**config.mk**
```make
export PLATFORM = sky130hd
export DESIGN_NAME = fifo_prog_flat
export DESIGN_NICKNAME = d
export VERILOG_FILES = /design/src/rtl/fifo_pkg.sv /design/src/rtl/fifo_prog_if.sv /design/src/rtl/fifo_ram.sv /design/src/rtl/fifo_prog.sv /design/src/flat_wrapper.sv
export SDC_FILE = /design/constraint.sdc
export NUM_CORES = 1
export LEC_CHECK = 0
export BUFFER_PORTS_ARGS = -buffer_cell sky130_fd_sc_hd__clkbuf_2
export CAP_MARGIN = 20
export CORE_ASPECT_RATIO = 1.1
export CORE_UTILIZATION = 60
export CTS_BUF_LIST = sky130_fd_sc_hd__clkbuf_8
export CTS_CLUSTER_DIAMETER = 40
export DETAILED_ROUTE_END_ITERATION = 10
export GPL_TIMING_DRIVEN = 0
export PLACE_DENSITY = 0.77
export SLEW_MARGIN = 20
export SYNTH_ARGS = -nofsm -noshare
export SYNTH_HDL_FRONTEND = slang
export SYNTH_SLANG_ARGS = --single-unit
```
**constraint.sdc**
```tcl
create_clock -name clk -period 4.2 [get_ports clk]
set_input_delay 0.42 -clock clk [delete_from_list [all_inputs] [get_ports clk]]
set_output_delay 0.42 -clock clk [all_outputs]
set_load 0.03 [all_outputs]
```
**src/rtl/fifo_pkg.sv**
```systemverilog
// -----------------------------------------------------------------------------
// fifo_pkg
// Shared constants and helpers for the programmable FIFO slice.
//   FIFO_MODE_REG  : rd_data is registered and loaded on an accepted read
//   FIFO_MODE_FWFT : rd_data shows the head entry whenever the FIFO is non-empty
//   fifo_aw()      : pointer width for a given depth
//   fifo_cnt_w()   : occupancy/threshold width (one bit wider than the pointer
//                    so that the value DEPTH can be represented)
// -----------------------------------------------------------------------------
package fifo_pkg;

   localparam int FIFO_MODE_REG  = 0;
   localparam int FIFO_MODE_FWFT = 1;

   function automatic int fifo_aw(input int depth);
      return $clog2(depth);
   endfunction

   function automatic int fifo_cnt_w(input int depth);
      return $clog2(depth) + 1;
   endfunction

endpackage

```
**src/rtl/fifo_prog_if.sv**
```systemverilog
// -----------------------------------------------------------------------------
// fifo_prog_if
// Bundles the write/read request signals, thresholds and status outputs of
// fifo_prog. clk and sync_reset_n are kept as plain module ports.
//   master : the client side (drives requests, thresholds, clr_err)
//   slave  : the FIFO side (drives read data, level and flags)
//
// Handshake: a write is taken on a rising clk edge when wr_en=1 and full=0;
// a read is taken when rd_en=1 and empty=0. full/empty act as the ready
// signals and are valid in the same cycle as the request, so a request held
// high is retried every cycle until it is accepted. Requests made against the
// flag set (write while full, read while empty) are dropped and latched in
// the sticky overflow/underflow flags until clr_err.
// -----------------------------------------------------------------------------
interface fifo_prog_if #(
   parameter int WIDTH = 32,
   parameter int DEPTH = 32
);
   import fifo_pkg::*;

   localparam int CW = fifo_cnt_w(DEPTH);

   logic             wr_en;
   logic [WIDTH-1:0] wr_data;
   logic             rd_en;
   logic [WIDTH-1:0] rd_data;
   logic             rd_valid;
   logic [CW-1:0]    af_thresh;
   logic [CW-1:0]    ae_thresh;
   logic [CW-1:0]    level;
   logic             full;
   logic             empty;
   logic             almost_full;
   logic             almost_empty;
   logic             overflow;
   logic             underflow;
   logic             clr_err;

   modport master (
      output wr_en, wr_data, rd_en, af_thresh, ae_thresh, clr_err,
      input  rd_data, rd_valid, level, full, empty, almost_full, almost_empty,
             overflow, underflow
   );

   modport slave (
      input  wr_en, wr_data, rd_en, af_thresh, ae_thresh, clr_err,
      output rd_data, rd_valid, level, full, empty, almost_full, almost_empty,
             overflow, underflow
   );

endinterface

```
**src/rtl/fifo_ram.sv**
```systemverilog
// -----------------------------------------------------------------------------
// fifo_ram
// DEPTH x WIDTH simple dual-port storage: synchronous write, asynchronous read.
// Contents are deliberately not reset.
//   clk_i   : write clock
//   we_i    : write enable
//   waddr_i : write address
//   wdata_i : write data
//   raddr_i : read address
//   rdata_o : read data (combinational from raddr_i)
// -----------------------------------------------------------------------------
module fifo_ram #(
   parameter int WIDTH = 32,
   parameter int DEPTH = 32,
   parameter int AW    = 5
) (
   input  logic             clk_i,
   input  logic             we_i,
   input  logic [AW-1:0]    waddr_i,
   input  logic [WIDTH-1:0] wdata_i,
   input  logic [AW-1:0]    raddr_i,
   output logic [WIDTH-1:0] rdata_o
);

   logic [WIDTH-1:0] mem_q [DEPTH];

   always_ff @(posedge clk_i) begin
      if (we_i) begin
         mem_q[waddr_i] <= wdata_i;
      end
   end

   assign rdata_o = mem_q[raddr_i];

endmodule

```
**src/rtl/fifo_prog.sv**
```systemverilog
// -----------------------------------------------------------------------------
// fifo_prog
// Synchronous FIFO with programmable almost-full/almost-empty thresholds,
// sticky overflow/underflow flags and a choice of registered-read or
// first-word-fall-through output.
//   clk          : rising-edge clock for all state
//   sync_reset_n : synchronous active-low reset (pointers, level, read output,
//                  error flags; storage is left untouched)
//   fifo_bus     : fifo_prog_if.slave -- requests, thresholds, data and flags
// Parameters: WIDTH (bits per entry), DEPTH (power of two, >= 4),
//             FWFT (FIFO_MODE_REG or FIFO_MODE_FWFT).
// -----------------------------------------------------------------------------
module fifo_prog
   import fifo_pkg::*;
#(
   parameter int WIDTH = 32,
   parameter int DEPTH = 32,
   parameter int FWFT  = FIFO_MODE_REG
) (
   input  logic       clk,
   input  logic       sync_reset_n,
   fifo_prog_if.slave fifo_bus
);

   localparam int            AW       = fifo_aw(DEPTH);
   localparam int            CW       = fifo_cnt_w(DEPTH);
   localparam logic [CW-1:0] FULL_LVL = CW'(DEPTH);

   logic [AW-1:0]    wr_ptr_q, wr_ptr_d;
   logic [AW-1:0]    rd_ptr_q, rd_ptr_d;
   logic [CW-1:0]    level_q, level_d;
   logic             ovf_q, ovf_d;
   logic             unf_q, unf_d;
   logic             full, empty;
   logic             wr_acc, rd_acc;
   logic [WIDTH-1:0] ram_rdata;

   // Flags come straight from the registered level; thresholds are compared
   // combinationally so a threshold change shows up without a clock.
   assign full  = (level_q == FULL_LVL);
   assign empty = (level_q == '0);

   // A write is refused whenever full, even if a read frees a slot this cycle.
   assign wr_acc = fifo_bus.wr_en && !full;
   assign rd_acc = fifo_bus.rd_en && !empty;

   always_comb begin
      wr_ptr_d = wr_ptr_q;
      rd_ptr_d = rd_ptr_q;
      level_d  = level_q;

      // DEPTH is a power of two, so pointer wrap is plain binary rollover.
      if (wr_acc) begin
         wr_ptr_d = wr_ptr_q + AW'(1);
      end
      if (rd_acc) begin
         rd_ptr_d = rd_ptr_q + AW'(1);
      end

      if (wr_acc && !rd_acc) begin
         level_d = level_q + CW'(1);
      end else if (rd_acc && !wr_acc) begin
         level_d = level_q - CW'(1);
      end

      // A fresh error outranks clr_err in the same cycle.
      ovf_d = (fifo_bus.wr_en && full)  || (ovf_q && !fifo_bus.clr_err);
      unf_d = (fifo_bus.rd_en && empty) || (unf_q && !fifo_bus.clr_err);
   end

   always_ff @(posedge clk) begin
      if (!sync_reset_n) begin
         wr_ptr_q <= '0;
         rd_ptr_q <= '0;
         level_q  <= '0;
         ovf_q    <= 1'b0;
         unf_q    <= 1'b0;
      end else begin
         wr_ptr_q <= wr_ptr_d;
         rd_ptr_q <= rd_ptr_d;
         level_q  <= level_d;
         ovf_q    <= ovf_d;
         unf_q    <= unf_d;
      end
   end

   // Writes are suppressed during reset so a request coinciding with reset
   // cannot leave anything behind.
   fifo_ram #(
      .WIDTH (WIDTH),
      .DEPTH (DEPTH),
      .AW    (AW)
   ) u_ram (
      .clk_i   (clk),
      .we_i    (wr_acc && sync_reset_n),
      .waddr_i (wr_ptr_q),
      .wdata_i (fifo_bus.wr_data),
      .raddr_i (rd_ptr_q),
      .rdata_o (ram_rdata)
   );

   if (FWFT == FIFO_MODE_FWFT) begin : g_fwft
      // The head entry is always presented; a read simply moves rd_ptr on.
      assign fifo_bus.rd_data  = ram_rdata;
      assign fifo_bus.rd_valid = !empty;
   end else begin : g_reg
      logic [WIDTH-1:0] rd_data_q, rd_data_d;
      logic             rd_valid_q, rd_valid_d;

      always_comb begin
         rd_data_d  = rd_data_q;
         rd_valid_d = rd_acc;
         if (rd_acc) begin
            rd_data_d = ram_rdata;
         end
      end

      always_ff @(posedge clk) begin
         if (!sync_reset_n) begin
            rd_data_q  <= '0;
            rd_valid_q <= 1'b0;
         end else begin
            rd_data_q  <= rd_data_d;
            rd_valid_q <= rd_valid_d;
         end
      end

      assign fifo_bus.rd_data  = rd_data_q;
      assign fifo_bus.rd_valid = rd_valid_q;
   end

   assign fifo_bus.level        = level_q;
   assign fifo_bus.full         = full;
   assign fifo_bus.empty        = empty;
   assign fifo_bus.almost_full  = (level_q >= fifo_bus.af_thresh);
   assign fifo_bus.almost_empty = (level_q <= fifo_bus.ae_thresh);
   assign fifo_bus.overflow     = ovf_q;
   assign fifo_bus.underflow    = unf_q;

endmodule

```
**src/flat_wrapper.sv**
```systemverilog
// flat-port wrapper written by rule: the top's interface ports become plain ports
module fifo_prog_flat import fifo_pkg::*;
#(
   parameter int WIDTH = 32,
   parameter int DEPTH = 32,
   parameter int FWFT  = FIFO_MODE_REG
)
  (clk, sync_reset_n, fifo_bus_wr_en, fifo_bus_wr_data, fifo_bus_rd_en, fifo_bus_af_thresh, fifo_bus_ae_thresh, fifo_bus_clr_err, fifo_bus_rd_data, fifo_bus_rd_valid, fifo_bus_level, fifo_bus_full, fifo_bus_empty, fifo_bus_almost_full, fifo_bus_almost_empty, fifo_bus_overflow, fifo_bus_underflow);
  fifo_prog_if #(.WIDTH(WIDTH), .DEPTH(DEPTH)) fifo_bus_i ();
  input  logic clk;
  input  logic sync_reset_n;
  input wire logic [$bits(fifo_bus_i.wr_en)-1:0] fifo_bus_wr_en;
  input wire logic [$bits(fifo_bus_i.wr_data)-1:0] fifo_bus_wr_data;
  input wire logic [$bits(fifo_bus_i.rd_en)-1:0] fifo_bus_rd_en;
  input wire logic [$bits(fifo_bus_i.af_thresh)-1:0] fifo_bus_af_thresh;
  input wire logic [$bits(fifo_bus_i.ae_thresh)-1:0] fifo_bus_ae_thresh;
  input wire logic [$bits(fifo_bus_i.clr_err)-1:0] fifo_bus_clr_err;
  output wire logic [$bits(fifo_bus_i.rd_data)-1:0] fifo_bus_rd_data;
  output wire logic [$bits(fifo_bus_i.rd_valid)-1:0] fifo_bus_rd_valid;
  output wire logic [$bits(fifo_bus_i.level)-1:0] fifo_bus_level;
  output wire logic [$bits(fifo_bus_i.full)-1:0] fifo_bus_full;
  output wire logic [$bits(fifo_bus_i.empty)-1:0] fifo_bus_empty;
  output wire logic [$bits(fifo_bus_i.almost_full)-1:0] fifo_bus_almost_full;
  output wire logic [$bits(fifo_bus_i.almost_empty)-1:0] fifo_bus_almost_empty;
  output wire logic [$bits(fifo_bus_i.overflow)-1:0] fifo_bus_overflow;
  output wire logic [$bits(fifo_bus_i.underflow)-1:0] fifo_bus_underflow;
  assign fifo_bus_i.wr_en = fifo_bus_wr_en;
  assign fifo_bus_i.wr_data = fifo_bus_wr_data;
  assign fifo_bus_i.rd_en = fifo_bus_rd_en;
  assign fifo_bus_i.af_thresh = fifo_bus_af_thresh;
  assign fifo_bus_i.ae_thresh = fifo_bus_ae_thresh;
  assign fifo_bus_i.clr_err = fifo_bus_clr_err;
  assign fifo_bus_rd_data = fifo_bus_i.rd_data;
  assign fifo_bus_rd_valid = fifo_bus_i.rd_valid;
  assign fifo_bus_level = fifo_bus_i.level;
  assign fifo_bus_full = fifo_bus_i.full;
  assign fifo_bus_empty = fifo_bus_i.empty;
  assign fifo_bus_almost_full = fifo_bus_i.almost_full;
  assign fifo_bus_almost_empty = fifo_bus_i.almost_empty;
  assign fifo_bus_overflow = fifo_bus_i.overflow;
  assign fifo_bus_underflow = fifo_bus_i.underflow;
  fifo_prog #(.WIDTH(WIDTH), .DEPTH(DEPTH), .FWFT(FWFT)) u_core (.clk(clk), .sync_reset_n(sync_reset_n), .fifo_bus(fifo_bus_i));
endmodule
```
Word level (Yosys, flattened, before mapping)

Memory sizes are Yosys's and may differ from the RTL's. A register that Yosys moved wholly into a read port is not among the register bits.
Index checks and enable logic that the tools add are counted.

Multiply operators: 0
Bitwise gates (word level): 0
$add $sub $neg: 4
Order comparisons: 2
Divide/modulo/power cells: 0
Eq/ne operators: 1
Muxes and demuxes: 4
Reductions and logical operators: 19
Shift-type cells: 0

Operators with widths:

| cell                  | number |
|---|---|
| $mux W6               | 2 |
| $add A5 B1 Y5 const B | 2 |
| $logic_and A1 B1 Y1   | 9 |
| $add A6 B1 Y6 const B | 1 |
| $eq A6 B6 Y1 const B  | 1 |
| $ge A6 B6 Y1          | 1 |
| $le A6 B6 Y1          | 1 |
| $logic_not A1 Y1      | 6 |
| $logic_not A6 Y1      | 1 |
| $sub A6 B1 Y6 const B | 1 |
| $logic_or A1 B1 Y1    | 2 |
| $mux W1               | 2 |
| $reduce_bool A2 Y1    | 1 |

Bits in writable memories: 1024
Memories kept: 1
Register bits: 19
Bits in read-only memories: 0
Output and inout port bits: 45
Bits in latches: 0

Memory list:

| memory             | words | bits a word | read ports | clocked after memory_dff | wr ports | RTL line       | RTL |
|---|---|---|---|---|---|---|---|
| u_core.u_ram.mem_q | 32    | 32          | 1          | 1                        | 1        | fifo_ram.sv:25 | `logic [WIDTH-1:0] mem_q [DEPTH];` |

Depth between registers and ports, before layout

Gate-level depths: netlist of run 1.

Depth in word-level cells: 7
Mapped depth: 13

By module

From an unflattened synthesis of run 1, not the netlist that was laid out.

Cells, all modules: 2528
Area total of the unflattened synthesis: 42495.8 µm²

Modules (own cells, without submodules):

| module    | instances | seq. area each (µm²) | cells each | area an instance (µm²) |
|---|---|---|---|---|
| fifo_ram  | 1         | 30749.5              | 2228       | 39844.5 |
| fifo_prog | 1         | 1021.0               | 300        | 2651.3 |

Worst setup path after synthesis of run 1

No wires, ideal clock.

Path kind: register -> register
From: reg u_core.level_q[2] (netlist: u_core.fifo_bus.level[2])
To: mem u_core.u_ram.mem_q[30][0] (enable)
Slack: 0.855 ns
Period minus slack after synthesis: 3.345 ns
Buffers on the path: 1
Arrival: 2.924 ns
Library setup time: 0.421 ns
Stages on the path, launching flop included: 7
Cell sequence: dfxtp_1 > or4_4 > nor2_1 > a21boi_0 > buf_2 > nand3_1 > nor2_1

Cells in the longest elaborated chain, start to end: 6

RTL lines:

| item                          | RTL line        | RTL |
|---|---|---|
| start: declaration            | fifo_prog.sv:31 | `logic [CW-1:0] level_q, level_d;` |
| start signal: assignment      | fifo_prog.sv:81 | `level_q <= level_d;` |
| $eq A6 B6 Y1                  | fifo_prog.sv:40 | `assign full = (level_q == FULL_LVL);` |
| $logic_not A1 Y1              | fifo_prog.sv:44 | `assign wr_acc = fifo_bus.wr_en && !full;` |
| $logic_and A1 B1 Y1           | fifo_prog.sv:44 |  |
| named net u_core.wr_acc       | fifo_prog.sv:35 | `logic wr_acc, rd_acc;` |
| $logic_and A1 B1 Y1           | fifo_prog.sv:95 | `.we_i (wr_acc && sync_reset_n),` |
| $mux W1                       | fifo_ram.sv:28  | `if (we_i) begin` |
| $mux W1 (not written as such) | fifo_ram.sv:29  | `mem_q[waddr_i] <= wdata_i;` |
| end: declaration              | fifo_ram.sv:25  |  |

The timed path passes the listed nets, and every way through them passes these cells.

Final worst setup path of run 1

From: reg u_core.level_q[4] (netlist: u_core.fifo_bus.level[4])
To: mem u_core.u_ram.mem_q[0][10] (enable)

The elaborated chain is that of the path after synthesis.

==> summary.md, run 1 <==
| Metric | Value |
|---|---|
| Status | finished, final reports clean |
| Hold-fix buffers at CTS | 4 |
| Most frequent cells in the layout | 1,024 x edfxtp_1, 194 x mux4_2, 178 x clkbuf_8 |
| Crit path DAT | 4.20 ns |
| Max-cap check violation count | 0 |
| Synth unique cells | 40 |
| Die Area | 69,500 µm² |
| Area share of and/or/nand/nor cells after synthesis | 1.97% |
| Detailed-route wire length | 96,400 µm |
| Total of warnings raised by yosys | 0 |
| Slew headroom | 31.0% |
| Synth Area in XOR/XNOR | 0.256% |
| Wire per inst | 29.0 µm |
| Hold Path Origin | sync_reset_n |
| CP Launch Type | flip-flop |
| Fin cells | 3,323 |
| Crit path kind | flip-flop to flip-flop |
| Main combinational cell family by area after synthesis | multiplexers |
| Reg2Reg Depth | 7 |
| Reg2reg end | u_core.u_ram.mem_q[0][10] |
| Max IR drop VDD | 0.372 mV |
| Antenna Nets Post-Route | 0 |
| Flop pwr share | 48.6% |
| Initial DRT Pass Iterations | 6 |
| Post-synthesis cell area | 41,100 µm² |
| HP Class | input pin to flip-flop |
| Total clock sinks | 1,075 |
| Max FO, Critical Path | 17 |
| Fmax achieved | 269 MHz |
| Synth Area in Compound Gates | 4.39% |
| P per Cell Area | 533 nW/µm² |
| Initial antenna violation count | 5 |
| Post-Syn Area per Cell | 20.7 µm² |
| WP data required | 4.68 ns |
| First-pass GRT wire length | 142,000 µm |
| Dpl cells | 3,034 |
| Die Y | 276 µm |
| Crit share post-route | 88.7% |
| RSZ-0062 raised after global routing | false |
| Postcts setup bufs | 0 |
| DPL Wire Length | 63,200 µm |
| Launch point of the worst reg-to-reg path | u_core.fifo_bus.level[4] |
| Starting Density | 60.7% |
| Leakage | 15.1 nW |
| Total power | 25.0 mW |
| FFs w/ async S/R, synth | 0% |
| Clock transition at the registers of the reported paths | 0.06 ns |
| GRT overflow | 0 |
| Adder-cell area share of the yosys netlist | 0.749% |
| FILL cells | 3,998 |
| Vias in the first global route | 22.4k |
| CTS Buf Count | 159 |
| Layout cells sized above 1 | 25.8% |
| Number of flops mapped to enable cells by yosys | 1,024 |
| Clock Root Buffer | clkbuf_8 |
| Core area | 67,700 µm² |
| I/O Pins | 94 |
| Sw Share | 27.4% |
| Nets@finish | 2,354 |
| Commonest non-fill, non-tap cell in the layout | edfxtp_1 |
| Num rows | 100 |
| Slew Limit Fails | 0 |
| CP Capture Type | flip-flop |
| FF+latch count, synth | 1,075 |
| Resized cells post-CTS | 0 |
| I/O Buffers | 93 |
| GPL Wtd Cong | 0.847 |
| CTS tree | yes |
| Synth Flop Type | edfxtp_1 |
| Hold EP | u_core.fifo_bus.rd_data[0] |
| Fin. Hold Viols | 0 |
| Tmin final | 3.72 ns |
| NetSw | 6.86 mW |
| Final setup vio count | 0 |
| Post-Syn Nets | 2,057 |
| Remaining routing DRC violations | 0 |
| Logic gate share of total power | 20.2% |
| Least-Margin Pin Slew | 1.03 ns |
| DR vias/cell | 6.45 |
| Area Overhead vs Synth | 14.2% |
| Pin count of the biggest net entering global routing | 33 |
| Clock group share of total power | 31.2% |
| Initial drt markers | 2,337 |
| Die Width | 251 µm |
| Power Internal | 18.1 mW |
| Worst hold stages | 4 |
| H-tree depth | 4 |
| Clock Path Buffers | 3 |
| Gr usage total | 28.6% |
| Post-synthesis cell count | 1,984 |
| R2r setup slk | 0.48 ns |
| Register area share after synthesis | 77.4% |
| Vias | 21.4k |
| Clock Skews | 0.0291 ns |
| Worst skew pair latency | 0.80 ns |
| Mux cell area share after synthesis | 13.7% |
-- how the worst max path moves through the flow --
stage	start	end	slack (ns)	cells past startpoint
finish	u_core.fifo_bus.level[4]	u_core.u_ram.mem_q[0][10]	0.48	7
global route	u_core.fifo_bus.level[1]	u_core.u_ram.mem_q[0][10]	0.37	7
CTS	u_core.fifo_bus.level[4]	u_core.u_ram.mem_q[0][10]	0.57	7
detailed placement	sync_reset_n	u_core.u_ram.mem_q[0][7]	0.60	6
global placement	u_core.fifo_bus.level[2]	u_core.u_ram.mem_q[2][8]	-0.85	6
floorplan	u_core.fifo_bus.level[2]	u_core.u_ram.mem_q[30][0]	0.85	6
-- sequential cells by signal, indices dropped and copies added (netlist names) --
register and cells:
u_core.wr_ptr_q 5, u_core.fifo_bus.rd_data 32, u_core.fifo_bus.overflow 1, u_core.u_ram.mem_q 1024, u_core.fifo_bus.underflow 1, u_core.fifo_bus.level 6
u_core.rd_ptr_q 5, u_core.fifo_bus.rd_valid 1
-- synth_stat cells, types with 2 or more instances --
master	n	share of area (%)
or3_1	2	0.030
nor2b_1	8	0.12
buf_1	14	0.13
a211oi_1	31	0.57
dfxtp_1	51	2.5
a21oi_1	42	0.51
clkbuf_1	53	0.48
o21ai_0	7	0.085
o22ai_1	31	0.47
nand3b_1	4	0.073
mux2i_1	126	3.1
buf_2	30	0.37
and2_1	15	0.23
o221ai_1	32	0.68
nand2_1	76	0.69
nand3_1	14	0.17
a32o_1	31	0.76
buf_6	9	0.25
mux4_2	194	11
a21o_1	5	0.091
xnor2_1	10	0.21
inv_1	17	0.16
xor2_1	2	0.043
or3b_2	2	0.043
buf_4	10	0.18
nand4_1	6	0.091
ha_1	23	0.70
edfxtp_1	1024	75
nor2_1	40	0.37
a22oi_1	63	1.2
a21boi_0	3	0.055
-- kinds of logic after synthesis --
logic type,after synthesis
AO/OA/AOI/OAI,246
XOR/XNOR,12
adder cells (fa/ha/maj),24
buffers and inverters,134
flip-flops,1075
multiplexers,320
AND/OR/NAND/NOR,173
-- cell type report --
cell class                 instances  area, µm²  area share, %
clock buffer                     178       2450           5.22
buffer                           116        578           1.23
sequential                      1075      31800           67.7
clock inverter                   105        499           1.06
antenna                            2       5.00         0.0107
multi-input combinational        775       8900           19.0
inverter                          18       67.6          0.144
timing repair buffer             136       1490           3.17
tap                              918       1150           2.45
-- power groups by stage --
stage | sequential (mW) | combinational, mW | clock (mW)
2_1_floorplan | 12.5 | 3.34 | 0
3_3_place_gp | 12.4 | 4.86 | 0
3_5_place_dp | 12.4 | 5.05 | 0
4_1_cts | 12.1 | 5.08 | 7.89
5_1_grt | 12.1 | 5.36 | 8.32
6_report | 12.1 | 5.04 | 7.81
-- metrics by stage --
stage	util (%)	setup slack, ns	setup TNS, ns	hold slack (ns)	instance area, µm²
final	69.3	0.476	0	0.241	46900
after CTS	69.3	0.567	0	0.172	46900
after global placement	63.1	-0.850	-653.57	0.454	42700
after detailed placement	64.9	0.599	0	0.464	43900
after global routing	69.3	0.369	0	0.192	46900
after floorplan	-	0.855	0	0.519	41100
-- critical path, cell delays in order, from the launching register on --
cell      delay (ns)
dfxtp_1         0.48
or4_4           0.20
nor2_1          0.04
a21boi_0        0.45
buf_2           0.31
nand3_1         0.69
nor2_4          0.95
buf_16          0.25
-- routing by layer --
| layer | global-route usage [%] | up-vias | part of all wire, % | routed length, µm |
|---|---|---|---|---|
| met2 | 47.3 | 1200 | 51 | 49000 |
| met3 | 6.00 | 228 | 8.9 | 8600 |
| met5 | 0 | - | 0.028 | 27 |
| li1 | - | 8873 | - | - |
| met4 | 11.5 | 4 | 3.6 | 3440 |
| met1 | 37.3 | 11130 | 37 | 35400 |
No activity file was read; power rests on OpenSTA's default activity.
==> inputs of run 2 (changes only) <==
BUFFER_PORTS_ARGS = not set   (was -buffer_cell sky130_fd_sc_hd__clkbuf_2)
DONT_BUFFER_PORTS = 1   (was not set)
PLACE_DENSITY = 0.76   (was 0.77)
==> run 2 against run 1 <==
- die area did not move
- critical path depth unchanged
- clock-buffer cell count shrank 13
- clock skew is 0.0018 ns lower
- utilization fell by 0.45 points
- total power shrank 1.6%
==> summary.md, run 2 (synthesis results as in run 1) <==
| Metric | Value |
|---|---|
| Tmin final | 3.85 ns (+0.122 ns) |
| Core area | 67,700 µm² (unchanged) |
| Leakage | 14.8 nW (-1.9%) |
| DPL Wire Length | 62,200 µm (-1.5%) |
| Dpl cells | 2,934 (-3.3%) |
| Max IR drop VDD | 0.329 mV (-12%) |
| Initial antenna violation count | 2 (-3) |
| Status | finished, final reports clean |
| Layout cells sized above 1 | 23.0% (-2.8 points) |
| Final TNS setup | 0 ns (unchanged) |
| Fin cells | 3,260 (-1.9%) |
| Initial drt markers | 2,206 (-5.6%) |
| Final setup vio count | 0 (unchanged) |
| CTS Buf Count | 157 (-1.3%) |
| Slowest-stage cell, CP | nor2_4 |
| I/O Pins | 94 (unchanged) |
| Clock Path Buffers | 3 (unchanged) |
| Detailed-route wire length | 94,100 µm (-2.4%) |
| Critical Path, Cell by Cell | or4_4, nor2_1, a21boi_0, buf_2, nand3_1, nor2_4, buf_16 |
| GRT overflow | 0 (unchanged) |
| P per Cell Area | 528 nW/µm² (-0.99%) |
| Crit path kind | flip-flop to flip-flop |
| Wire per inst | 28.9 µm (-0.49%) |
| Die Y | 276 µm (unchanged) |
| Max-cap check violation count | 0 (unchanged) |
| Crit path DAT | 4.33 ns (+0.13 ns) |
| Least-Margin Pin Slew | 1.13 ns (+0.0943 ns) |
| Remaining routing DRC violations | 0 (unchanged) |
| Slew headroom | 24.5% (-6.5 points) |
| Initial DRT Pass Iterations | 6 (unchanged) |
| Slew Limit Fails | 0 (unchanged) |
| Slowest cell delay on critical path | 0.89 ns (-0.06 ns) |
| Pin count of the biggest net entering global routing | 33 (unchanged) |
| Antenna Nets Post-Route | 0 (unchanged) |
| Area Overhead vs Synth | 13.5% |
| Starting Density | 60.7% (unchanged) |
| CTS tree | yes |
| GPL Wtd Cong | 0.862 (+1.8%) |
| Die Width | 251 µm (unchanged) |
| Vias | 20.8k (-2.8%) |
| Resized cells post-CTS | 0 (unchanged) |
| Clock Root Buffer | clkbuf_8 |
| Crit share post-route | 91.6% (+2.9 points) |
| Max FO, Critical Path | 19 (+2) |
| RSZ-0062 raised after global routing | false |
| CP Launch Type | flip-flop |
| Largest Register | u_core.u_ram.mem_q |
| Die Area | 69,500 µm² (unchanged) |
| Fmax achieved | 260 MHz (-3.2%) |
| Num rows | 100 (unchanged) |
| Nets@finish | 2,296 (-2.5%) |
| Gr usage total | 28.0% (-0.56 points) |
| Worst skew pair latency | 0.81 ns (about the same) |
| CP Capture Type | flip-flop |
| WP data required | 4.68 ns (about the same) |
| HP Class | input pin to flip-flop |
| Clock transition at the registers of the reported paths | 0.06 ns (about the same) |
| Fin. Hold Viols | 0 (unchanged) |
| Total clock sinks | 1,075 (unchanged) |
| H-tree depth | 4 (unchanged) |
| Commonest non-fill, non-tap cell in the layout | edfxtp_1 |
| I/O Buffers | 0 (-100%) |
| First-pass GRT wire length | 139,000 µm (-2.2%) |
| Most frequent cells in the layout | 1,024 x edfxtp_1, 194 x mux4_2, 165 x clkbuf_8 |
| Vias in the first global route | 22.0k (-1.9%) |
| DR vias/cell | 6.39 (-0.93%) |
| Clock Skews | 0.0273 ns (-0.00180 ns) |
| Max reg flops | 1,024 (unchanged) |
==> run 2: stage by stage <==
stage	hold WS, ns	worst slack (ns)	total power [mW]	util (%)	instance area, µm²
3_3_place_gp	0.520	-0.981	16.9	62.4	42200
5_1_grt	0.0440	0.242	25.5	68.8	46600
4_1_cts	0.00391	0.380	24.7	69.0	46700
3_5_place_dp	0.520	0.424	17.0	64.0	43300
6_report	0.0659	0.354	24.6	68.8	46600
2_1_floorplan	0.519	0.855	15.9	-	41100
==> run 2: where the power goes <==
| group | internal [mW] | total (mW) | switching [mW] |
|---|---|---|---|
| sequential | 11.9 | 12.4 | 0.458 |
| clock | 3.75 | 7.57 | 3.82 |
| combinational | 2.13 | 4.62 | 2.49 |
| total | 17.8 | 24.6 | 6.76 |
==> run 2: final timing paths <==
path | to | cells after the start | from | slack, ns
worst max register to register | u_core.u_ram.mem_q[21][23] | 7 | u_core.fifo_bus.level[1] | 0.35
worst max-delay path | u_core.u_ram.mem_q[21][23] | 7 | u_core.fifo_bus.level[1] | 0.35
worst min register to register | u_core.fifo_bus.rd_data[30] | 2 | u_core.fifo_bus.rd_data[30] | 0.61
worst min-delay path | u_core.fifo_bus.rd_data[0] | 3 | sync_reset_n | 0.07
==> run 2: final cells by class <==
class / count / area, µm²
flip-flops and latches: 1075 / 31800
fillers: 4034 / 21100
multi-input cells: 775 / 8900
clock buffers: 165 / 2270
repair buffers: 80 / 1330
well taps: 918 / 1150
plain buffers: 116 / 578
clock inverters: 112 / 536
inverters: 18 / 67.6
diodes: 1 / 2.50
==> run 2: timing repair <==
item,in CTS,in global routing
endpoints found under the hold margin,1028,0
setup buffers,0,0
hold buffers,48,0
setup endpoints to repair,0,0
==> run 2: worst max-delay path, delay by kind of cell (launching register included) <==
| family | cells | cell delay (ns) |
|---|---|---|
| simple gates | 4 | 1.89 |
| compound gates | 1 | 0.42 |
| flops | 1 | 0.64 |
| buf+inv | 2 | 0.54 |
==> run 2: layer usage <==
layer	track usage, %	vias to the layer above	wire [µm]
met4	12.2	2	3640
met2	46.7	1056	48300
li1	-	8762	-
met3	6.28	223	8220
met5	0	-	13
met1	35.6	10790	34000
